==> config.mk <==
export PLATFORM = sky130hd
export DESIGN_NAME = div_sequencer
export DESIGN_NICKNAME = d
export VERILOG_FILES = /design/src/rtl/div_sequencer_pkg.sv /design/src/rtl/div_sequencer_step.sv /design/src/rtl/div_sequencer.sv
export SDC_FILE = /design/constraint.sdc
export NUM_CORES = 1
export LEC_CHECK = 0
export ABC_AREA = 1
export CAP_MARGIN = 20
export CORE_AREA = 2 2 171 131
export CTS_CLUSTER_SIZE = 12
export DETAILED_ROUTE_END_ITERATION = 16
export DIE_AREA = 0 0 173 133
export PLACE_DENSITY = 0.83
export SLEW_MARGIN = 20
export SYNTH_ARGS = -nofsm -noshare
export SYNTH_HDL_FRONTEND = slang
export SYNTH_SLANG_ARGS = --single-unit
==> constraint.sdc <==
create_clock -name clk -period 6 [get_ports clk]
set_input_delay 1.2 -clock clk [delete_from_list [all_inputs] [get_ports clk]]
set_output_delay 1.2 -clock clk [all_outputs]
set_load 0.01 [all_outputs]
==> src/rtl/div_sequencer_pkg.sv <==
// Shared types for the EX-stage iterative divider: FSM state codes and
// the iteration-counter width helper.
package div_sequencer_pkg;

    typedef enum logic [1:0] {
        DIV_IDLE = 2'd0,
        DIV_CALC = 2'd1,
        DIV_FIX  = 2'd2,
        DIV_DONE = 2'd3
    } div_state_e;

    localparam int DIV_WIDTH_DEFAULT = 32;

    function automatic int cnt_width(input int width);
        return (width > 1) ? $clog2(width) : 1;
    endfunction

endpackage

==> src/rtl/div_sequencer_step.sv <==
// One combinational radix-2 restoring iteration: shift the next dividend
// bit into the partial remainder and try to subtract the divisor.
module div_step
    import div_sequencer_pkg::*;
#(
    parameter int WIDTH = DIV_WIDTH_DEFAULT
) (
    input  logic [WIDTH-1:0] rem,
    input  logic [WIDTH-1:0] q,
    input  logic [WIDTH-1:0] dvs,
    output logic [WIDTH-1:0] rem_next,
    output logic [WIDTH-1:0] q_next
);

    logic [WIDTH:0]   shifted;
    logic [WIDTH-1:0] trial;
    logic             fits;

    // The shifted remainder needs WIDTH+1 bits; when the divisor fits, the
    // difference is below the divisor, so its low WIDTH bits are exact.
    always_comb begin
        shifted  = {rem, q[WIDTH-1]};
        fits     = (shifted >= {1'b0, dvs});
        trial    = shifted[WIDTH-1:0] - dvs;
        rem_next = fits ? trial : shifted[WIDTH-1:0];
        q_next   = {q[WIDTH-2:0], fits};
    end

endmodule

==> src/rtl/div_sequencer.sv <==
// Multi-cycle DIV/DIVU unit: quotient to LO, remainder to HI, with flush cancel.
// Optional DIV_ZERO_FAST_EN: a zero divisor bypasses the iterations.
module div_sequencer
    import div_sequencer_pkg::*;
#(
    parameter int WIDTH = DIV_WIDTH_DEFAULT
) (
    input  logic             clk,
    input  logic             reset,
    input  logic             div_start,
    input  logic             div_signed,
    input  logic             div_cancel,
    input  logic [WIDTH-1:0] dividend,
    input  logic [WIDTH-1:0] divisor,
    output logic             div_busy,
    output logic             div_complete,
    output logic [WIDTH-1:0] div_hi,
    output logic [WIDTH-1:0] div_lo,
    output logic             div_by_zero
);

    localparam int CNT_W = cnt_width(WIDTH);

    div_state_e       state_q, state_d;
    logic [WIDTH-1:0] rem_q, rem_d;
    logic [WIDTH-1:0] quo_q, quo_d;
    logic [WIDTH-1:0] dvs_q, dvs_d;
    logic [CNT_W-1:0] cnt_q, cnt_d;
    logic             q_neg_q, q_neg_d;
    logic             r_neg_q, r_neg_d;
    logic             busy_q, busy_d;
    logic             complete_q, complete_d;
    logic [WIDTH-1:0] hi_q, hi_d;
    logic [WIDTH-1:0] lo_q, lo_d;
    logic             dbz_q, dbz_d;

    logic [WIDTH-1:0] step_rem, step_q;
    logic             a_neg, b_neg;

    div_step #(.WIDTH(WIDTH)) u_step (
        .rem      (rem_q),
        .q        (quo_q),
        .dvs      (dvs_q),
        .rem_next (step_rem),
        .q_next   (step_q)
    );

    always_comb begin
        state_d    = state_q;
        rem_d      = rem_q;
        quo_d      = quo_q;
        dvs_d      = dvs_q;
        cnt_d      = cnt_q;
        q_neg_d    = q_neg_q;
        r_neg_d    = r_neg_q;
        hi_d       = hi_q;
        lo_d       = lo_q;
        dbz_d      = dbz_q;
        a_neg      = div_signed & dividend[WIDTH-1];
        b_neg      = div_signed & divisor[WIDTH-1];

        unique case (state_q)
            DIV_IDLE: begin
                if (div_start && !div_cancel) begin
                    dbz_d   = (divisor == '0);
                    rem_d   = '0;
                    quo_d   = a_neg ? -dividend : dividend;
                    dvs_d   = b_neg ? -divisor : divisor;
                    q_neg_d = a_neg ^ b_neg;
                    r_neg_d = a_neg;
                    cnt_d   = '0;
                    state_d = DIV_CALC;
`ifdef DIV_ZERO_FAST_EN
                    if (divisor == '0) begin
                        lo_d    = '1;
                        hi_d    = dividend;
                        state_d = DIV_DONE;
                    end
`endif
                end
            end
            DIV_CALC: begin
                if (div_cancel) begin
                    state_d = DIV_IDLE;
                end else begin
                    rem_d = step_rem;
                    quo_d = step_q;
                    cnt_d = cnt_q + CNT_W'(1);
                    if (cnt_q == CNT_W'(WIDTH - 1)) begin
                        state_d = DIV_FIX;
                    end
                end
            end
            DIV_FIX: begin
                if (div_cancel) begin
                    state_d = DIV_IDLE;
                end else begin
                    lo_d    = q_neg_q ? -quo_q : quo_q;
                    hi_d    = r_neg_q ? -rem_q : rem_q;
                    state_d = DIV_DONE;
                end
            end
            DIV_DONE: begin
                state_d = DIV_IDLE;
            end
            default: begin
                state_d = DIV_IDLE;
            end
        endcase

        // Status outputs are registered copies of the state being entered.
        busy_d     = (state_d == DIV_CALC) || (state_d == DIV_FIX);
        complete_d = (state_d == DIV_DONE);
    end

    always_ff @(posedge clk) begin
        if (!reset) begin
            state_q    <= DIV_IDLE;
            rem_q      <= '0;
            quo_q      <= '0;
            dvs_q      <= '0;
            cnt_q      <= '0;
            q_neg_q    <= 1'b0;
            r_neg_q    <= 1'b0;
            busy_q     <= 1'b0;
            complete_q <= 1'b0;
            hi_q       <= '0;
            lo_q       <= '0;
            dbz_q      <= 1'b0;
        end else begin
            state_q    <= state_d;
            rem_q      <= rem_d;
            quo_q      <= quo_d;
            dvs_q      <= dvs_d;
            cnt_q      <= cnt_d;
            q_neg_q    <= q_neg_d;
            r_neg_q    <= r_neg_d;
            busy_q     <= busy_d;
            complete_q <= complete_d;
            hi_q       <= hi_d;
            lo_q       <= lo_d;
            dbz_q      <= dbz_d;
        end
    end

    assign div_busy     = busy_q;
    assign div_complete = complete_q;
    assign div_hi       = hi_q;
    assign div_lo       = lo_q;
    assign div_by_zero  = dbz_q;

endmodule
==> results of run 1 <==
[cell type report]
| class | count | area [µm²] |
|---|---|---|
| timing repair buffer | 145 | 1420 |
| clock inverter | 15 | 178 |
| sequential | 172 | 3440 |
| clock buffer | 17 | 425 |
| multi-input combinational | 1522 | 7780 |
| inverter | 340 | 1280 |
| fill | 1995 | 6630 |
| tap | 294 | 368 |
[routing by layer]
metal  track usage  vias up
met5             0        -
met4        0.0772        0
met3        0.0773       56
met2         0.477      721
met1         0.526     6376
li1              -     6950
[per-stage QoR]
step	power, mW	hold WS, ns	area (µm²)	utilization
6_report	3.06	0.507	14900	0.692
5_1_grt	3.19	0.515	14900	0.692
4_1_cts	3.05	0.495	14900	0.692
3_5_place_dp	1.92	0.483	14300	0.664
3_3_place_gp	1.91	0.477	14300	0.664
2_1_floorplan	1.71	0.454	12900	-
[final timing paths]
| path | endpoint | depth (start not counted) | startpoint | slack, ns |
|---|---|---|---|---|
| worst max-delay path | quo_q[6]$_SDFFE_PN0P_ | 8 | div_signed | 2.58 |
| worst min-delay path | cnt_q[0]$_SDFFE_PN0P_ | 1 | cnt_q[0]$_SDFFE_PN0P_ | 0.51 |
| worst max register to register | rem_q[26]$_SDFFE_PN0P_ | 12 | rem_q[14]$_SDFFE_PN0P_ | 2.96 |
| worst min register to register | cnt_q[0]$_SDFFE_PN0P_ | 1 | cnt_q[0]$_SDFFE_PN0P_ | 0.51 |
[worst max-delay path, stage by stage]
cell and delay [ns]:
clkdlybuf4s50_1 0.54, nand2_1 0.39, inv_1 0.86, o21ai_0 0.27
xor2_1 0.21, nand2_1 0.06, o21ai_0 0.09, a21oi_1 0.15
[sequential cells by signal, indices dropped and copies added (netlist names)]
register      cells
div_busy          1
div_lo           32
rem_q            32
div_hi           32
q_neg_q           1
cnt_q             5
div_complete      1
dvs_q            32
state_q           2
r_neg_q           1
div_by_zero       1
quo_q            32
[cells in the final DEF (no fill, tap or decap), drive strengths merged, types with 6 or more instances in the layout]
master and instances:
nor2 223, nand3b 17, xnor2 22, nor4 6
o211ai 21, nand3 174, clkdlybuf4s50 134, nor3 31
o221ai 18, dfxtp 172, clkbuf 17, buf 11
o21ai 153, ha 39, inv 347, xor2 41
a31oi 10, nand2 554, nand4 15, and2 6
a21oi 173
[cell families (layout without fill, tap and decap cells)]
group	Yosys count	after routing	share of synthesized area
simple gates	1030	1030	0.354
flops	172	172	0.267
xor+xnor	63	63	0.0428
buf+inv	419	517	0.129
fa+ha+maj	40	40	0.0394
compound gates	389	389	0.167
[power by group]
part	total (mW)	leakage [nW]	internal (mW)	switching, mW
Combinational	0.681	5.68	0.234	0.446
Sequential	1.24	1.40	1.18	0.0575
Clock	1.14	0.290	0.598	0.545
==> summary.md, run 1 <==
| Metric | Value |
|---|---|
| CTS resizes | 0 |
| Outcome | complete, no violations |
| Global Route Usage Sum | 0.341 |
| Peak Freq | 293 MHz |
| First-pass GRT wire length | 63,500 µm |
| Synth area leaders | dfxtp_1 (27%), nand2_1 (16%), inv_1 (9.4%) |
| Final setup viols | 0 |
| MaxCap Viol Count | 0 |
| Layout Cells excl Fill | 2,505 |
| Crit share post-route | 0.570 |
| Root Driver | clkbuf_16 |
| Final Max Slew Viols | 0 |
| CTS hold repair buffers | 0 |
| Syn nets | 2,222 |
| Pleak | 7.37 nW |
| DR vias/cell | 5.63 |
| Final hold vios | 0 |
| Boundary Pins | 136 |
| DRT antenna net count | 0 |
| Number of synthesized flops with an enable pin | 0 |
| Cell Pwr Density | 206 nW/µm² |
| Clock Sinks | 172 |
| Yosys warns | 0 |
| Yosys cell types | 49 |
| Die ar. | 23,000 µm² |
| Routed len/inst | 15.9 µm |
| Die W | 173 µm |
| Hold crit path type | flop to flop |
| Cts bufs inserted | 17 |
| Seq/Total Area, Yosys | 0.267 |
| DR iter-0 viols | 1,771 |
| Critical path launch point type | input port |
| Post-detailed-route DRC marker count | 0 |
| Synth async-reset ratio | 0 |
| Initial Utilization | 0.598 |
| Dpl hpwl | 30,400 µm |
| Leading area contributor after synthesis | dfxtp_1 |
| Layout area overhead | 15.7% |
| Postcts setup bufs | 0 |
| DR top layer | met4 |
| Final wirelength | 39,800 µm |
| RSZ-0062 raised after global routing | no |
| Rel. slew slack | 0.319 |
| Fraction of layout cells with a size suffix above 1 | 0.0620 |
| Port bufs | 135 |
| Worst Skew | 0.0138 ns |
| Slew @ Worst Pin | 1.02 ns |
| Worst slack, placed | 2.25 ns |
| Worst vdd ir | 192 µV |
| Flop and latch count out of synthesis | 172 |
| Global route overflow | 0 |
| Max clock buf depth | 2 |
| ANT cells | 0 |
| WL met1 | 18,600 µm |
| Pin count of the biggest net entering global routing | 104 |
| Synth Cell Area | 12,900 µm² |
| CP required | 6.36 ns |
| Vias | 14,100 |
| Worst skew pair latency | 0.44 ns |
| Ys flop type | dfxtp_1 |
| CP endpoint kind | flop |
| Metal3 WL | 5010 µm |
| CTS tree | yes |
| Dpl cells | 2,473 |
| Final #Nets | 2,307 |
| # rows | 47 |
| Synth top area share | 0.267 |
| Final min period | 3.42 ns |
| Count leader, synth | nand2_1 |
| Final WS setup | 2.58 ns |
| Initial antenna violation count | 0 |
| TritonRoute pass-1 iters | 7 |
| TNS Setup | 0 ns |
| H-tree Lvls | 4 |
| CP arrival | 3.78 ns |
| CTS clk-pin slew, worst paths | 0.07 ns |
| Synth top cells by count | nand2_1 (541), inv_1 (323), nor2_1 (208), dfxtp_1 (172), a21oi_1 (167) |
| Worst-path maximum fanout | 29 |
| CP Class | input port to flop |
| Syn Area/Cell | 6.09 µm² |
| CORE AREA | 21,500 µm² |
| Post-synthesis cell count | 2,113 |
| Die H | 133 µm |
| DR WL met2 | 15,500 µm |
| Vias in the first global route | 12,300 |
| Gpl congestion | 0.964 |
Power figures use the tool's default switching activity.
==> run 2, diff against run 1 <==
--- a/config.mk
+++ b/config.mk
@@ -7,11 +7,11 @@
 export LEC_CHECK = 0
 export ABC_AREA = 1
 export CAP_MARGIN = 20
-export CORE_AREA = 2 2 171 131
+export CORE_AREA = 2 2 183 140
 export CTS_CLUSTER_SIZE = 12
 export DETAILED_ROUTE_END_ITERATION = 16
-export DIE_AREA = 0 0 173 133
-export PLACE_DENSITY = 0.83
+export DIE_AREA = 0 0 185 142
+export PLACE_DENSITY = 0.77
 export SLEW_MARGIN = 20
 export SYNTH_ARGS = -nofsm -noshare
 export SYNTH_HDL_FRONTEND = slang
==> constraint.sdc (replaced) <==
create_clock -name clk -period 2.75 [get_ports clk]
set_input_delay 0.55 -clock clk [delete_from_list [all_inputs] [get_ports clk]]
set_output_delay 0.55 -clock clk [all_outputs]
set_load 0.01 [all_outputs]
==> summary.md, run 2 (synthesis gave the netlist of run 1 again) <==
| Metric | Value |
|---|---|
| Design area | 15,200 µm² |
| Global route overflow | 0 |
| CP arrival | 2.83 ns |
| Worst slack, placed | 0.154 ns |
| Fillers | 2,353 |
| Worst-path maximum fanout | 18 |
| Max clock buf depth | 2 |
| Flip-flop and latch area | 3440 µm² |
| Die H | 142 µm |
| CTS hold repair buffers | 0 |
| DRT antenna net count | 0 |
| MaxCap Viol Count | 0 |
| Critical path launch point type | flop |
| Hold_ws | 0.502 ns |
| Cts bufs inserted | 17 |
| Footprint of the multi-input gates | 7780 µm² |
| Placed instance area | 14,600 µm² |
| Slew @ Worst Pin | 0.653 ns |
| Hold crit path type | flop to flop |
| Die W | 185 µm |
| Final min period | 2.52 ns |
| Final #Nets | 2,334 |
| Final WS setup | 0.228 ns |
| Initial Utilization | 0.525 |
| Clock power frac | 0.373 |
| Postcts setup bufs | 0 |
| Pin count of the biggest net entering global routing | 88 |
| Clock Sinks | 172 |
| CP Class | flop to flop |
| Dpl cells | 2,544 |
| CP required | 3.06 ns |
| CTS resizes | 0 |
| Port bufs | 135 |
| Worst Skew | 0.0108 ns |
| Comb power frac | 0.229 |
| Worst vdd ir | 451 µV |
| Boundary Pins | 136 |
| Pleak | 7.53 nW |
| Sw frac | 0.335 |
| Vias in the first global route | 12,200 |
| H-tree Lvls | 4 |
| Outcome | complete, no violations |
| TNS Setup | 0 ns |
| Most frequent cells in the layout | nand2_1 (541), inv_1 (322), nor2_1 (208) |
| Dpl hpwl | 31,400 µm |
| Cell Pwr Density | 444 nW/µm² |
| CP endpoint kind | flop |
| Die ar. | 26,300 µm² |
| TritonRoute pass-1 iters | 8 |
| Worst skew pair latency | 0.44 ns |
| ANT cells | 0 |
| Final Util | 0.621 |
| RSZ-0062 raised after global routing | no |
| Design Power | 6.76 mW |
| Global Route Usage Sum | 0.309 |
| Commonest non-fill, non-tap cell in the layout | nand2_1 |
| CTS clk-pin slew, worst paths | 0.07 ns |
| DR iter-0 viols | 1,618 |
| Routed len/inst | 15.7 µm |
| Internal power | 4.49 mW |
| Final setup viols | 0 |
| Rel. slew slack | 0.564 |
| DR vias/cell | 5.50 |
| Final wirelength | 40,500 µm |
| Peak Freq | 396 MHz |
| Layout area overhead | 18.3% |
| Final Max Slew Viols | 0 |
| Layout Cells excl Fill | 2,576 |
| Flop-to-flop setup slack | 0.23 ns |
| Final hold vios | 0 |
| P_sw | 2.27 mW |
| CTS tree | yes |
| CORE AREA | 24,500 µm² |
| Root Driver | clkbuf_16 |
| Fraction of layout cells with a size suffix above 1 | 0.0728 |
| Initial antenna violation count | 0 |
| Vias | 14,200 |
| # rows | 50 |
| Gpl congestion | 0.948 |
| First-pass GRT wire length | 64,200 µm |
| Seq pwr share | 0.398 |
| Crit share post-route | 0.917 |
| Post-detailed-route DRC marker count | 0 |
[run 2: cell count changes in the layout (fill, tap and decap cells not counted)]
cell       previous run  this run
buf_12                0         6
buf_4                10        31
bufinv_16             1         2
clkbuf_1              0         1
clkinv_4              2         4
inv_6                 3         2
inv_8                 5         2
[run 2: power by group through the flow]
stage	Sequential [mW]	Combinational, mW	Clock, mW
final	2.69	1.55	2.52
after global routing	2.69	1.71	2.65
after CTS	2.68	1.52	2.54
after global placement	2.73	1.49	0
after detailed placement	2.73	1.51	0
after floorplan	2.69	1.05	0
[run 2: routing by layer]
layer | routed length, µm | track usage | vias up
met4 | 444 | 0.0572 | 0
met2 | 15300 | 0.413 | 728
met5 | 0 | 0 | -
met3 | 4940 | 0.0699 | 40
met1 | 19800 | 0.496 | 6396
li1 | - | - | 7007
[run 2: area by class of cell]
class | count | area share
Clock inverter | 14 | 0.0120
Sequential cell | 172 | 0.226
Tap cell | 338 | 0.0278
Multi-Input combinational cell | 1522 | 0.511
Timing Repair Buffer | 172 | 0.112
Clock buffer | 18 | 0.0282
Inverter | 340 | 0.0838
[run 2: worst paths after layout]
kind / cells after the start / endpoint / from
worst max-delay path: 12 / rem_q[17]$_SDFFE_PN0P_ / rem_q[14]$_SDFFE_PN0P_
worst min-delay path: 1 / cnt_q[0]$_SDFFE_PN0P_ / cnt_q[0]$_SDFFE_PN0P_
worst max register to register: 12 / rem_q[17]$_SDFFE_PN0P_ / rem_q[14]$_SDFFE_PN0P_
worst min register to register: 1 / cnt_q[0]$_SDFFE_PN0P_ / cnt_q[0]$_SDFFE_PN0P_
[run 2: critical path, stage by stage, from the launching register on]
cell	delay, ns
dfxtp_1	0.58
ha_1	0.36
nand2_1	0.19
nor2_2	0.08
nand2_1	0.08
nor2_2	0.05
nand3_2	0.09
nand3_2	0.13
nor2_8	0.19
buf_4	0.30
nand3_1	0.15
nand3_1	0.12
a21oi_1	0.07
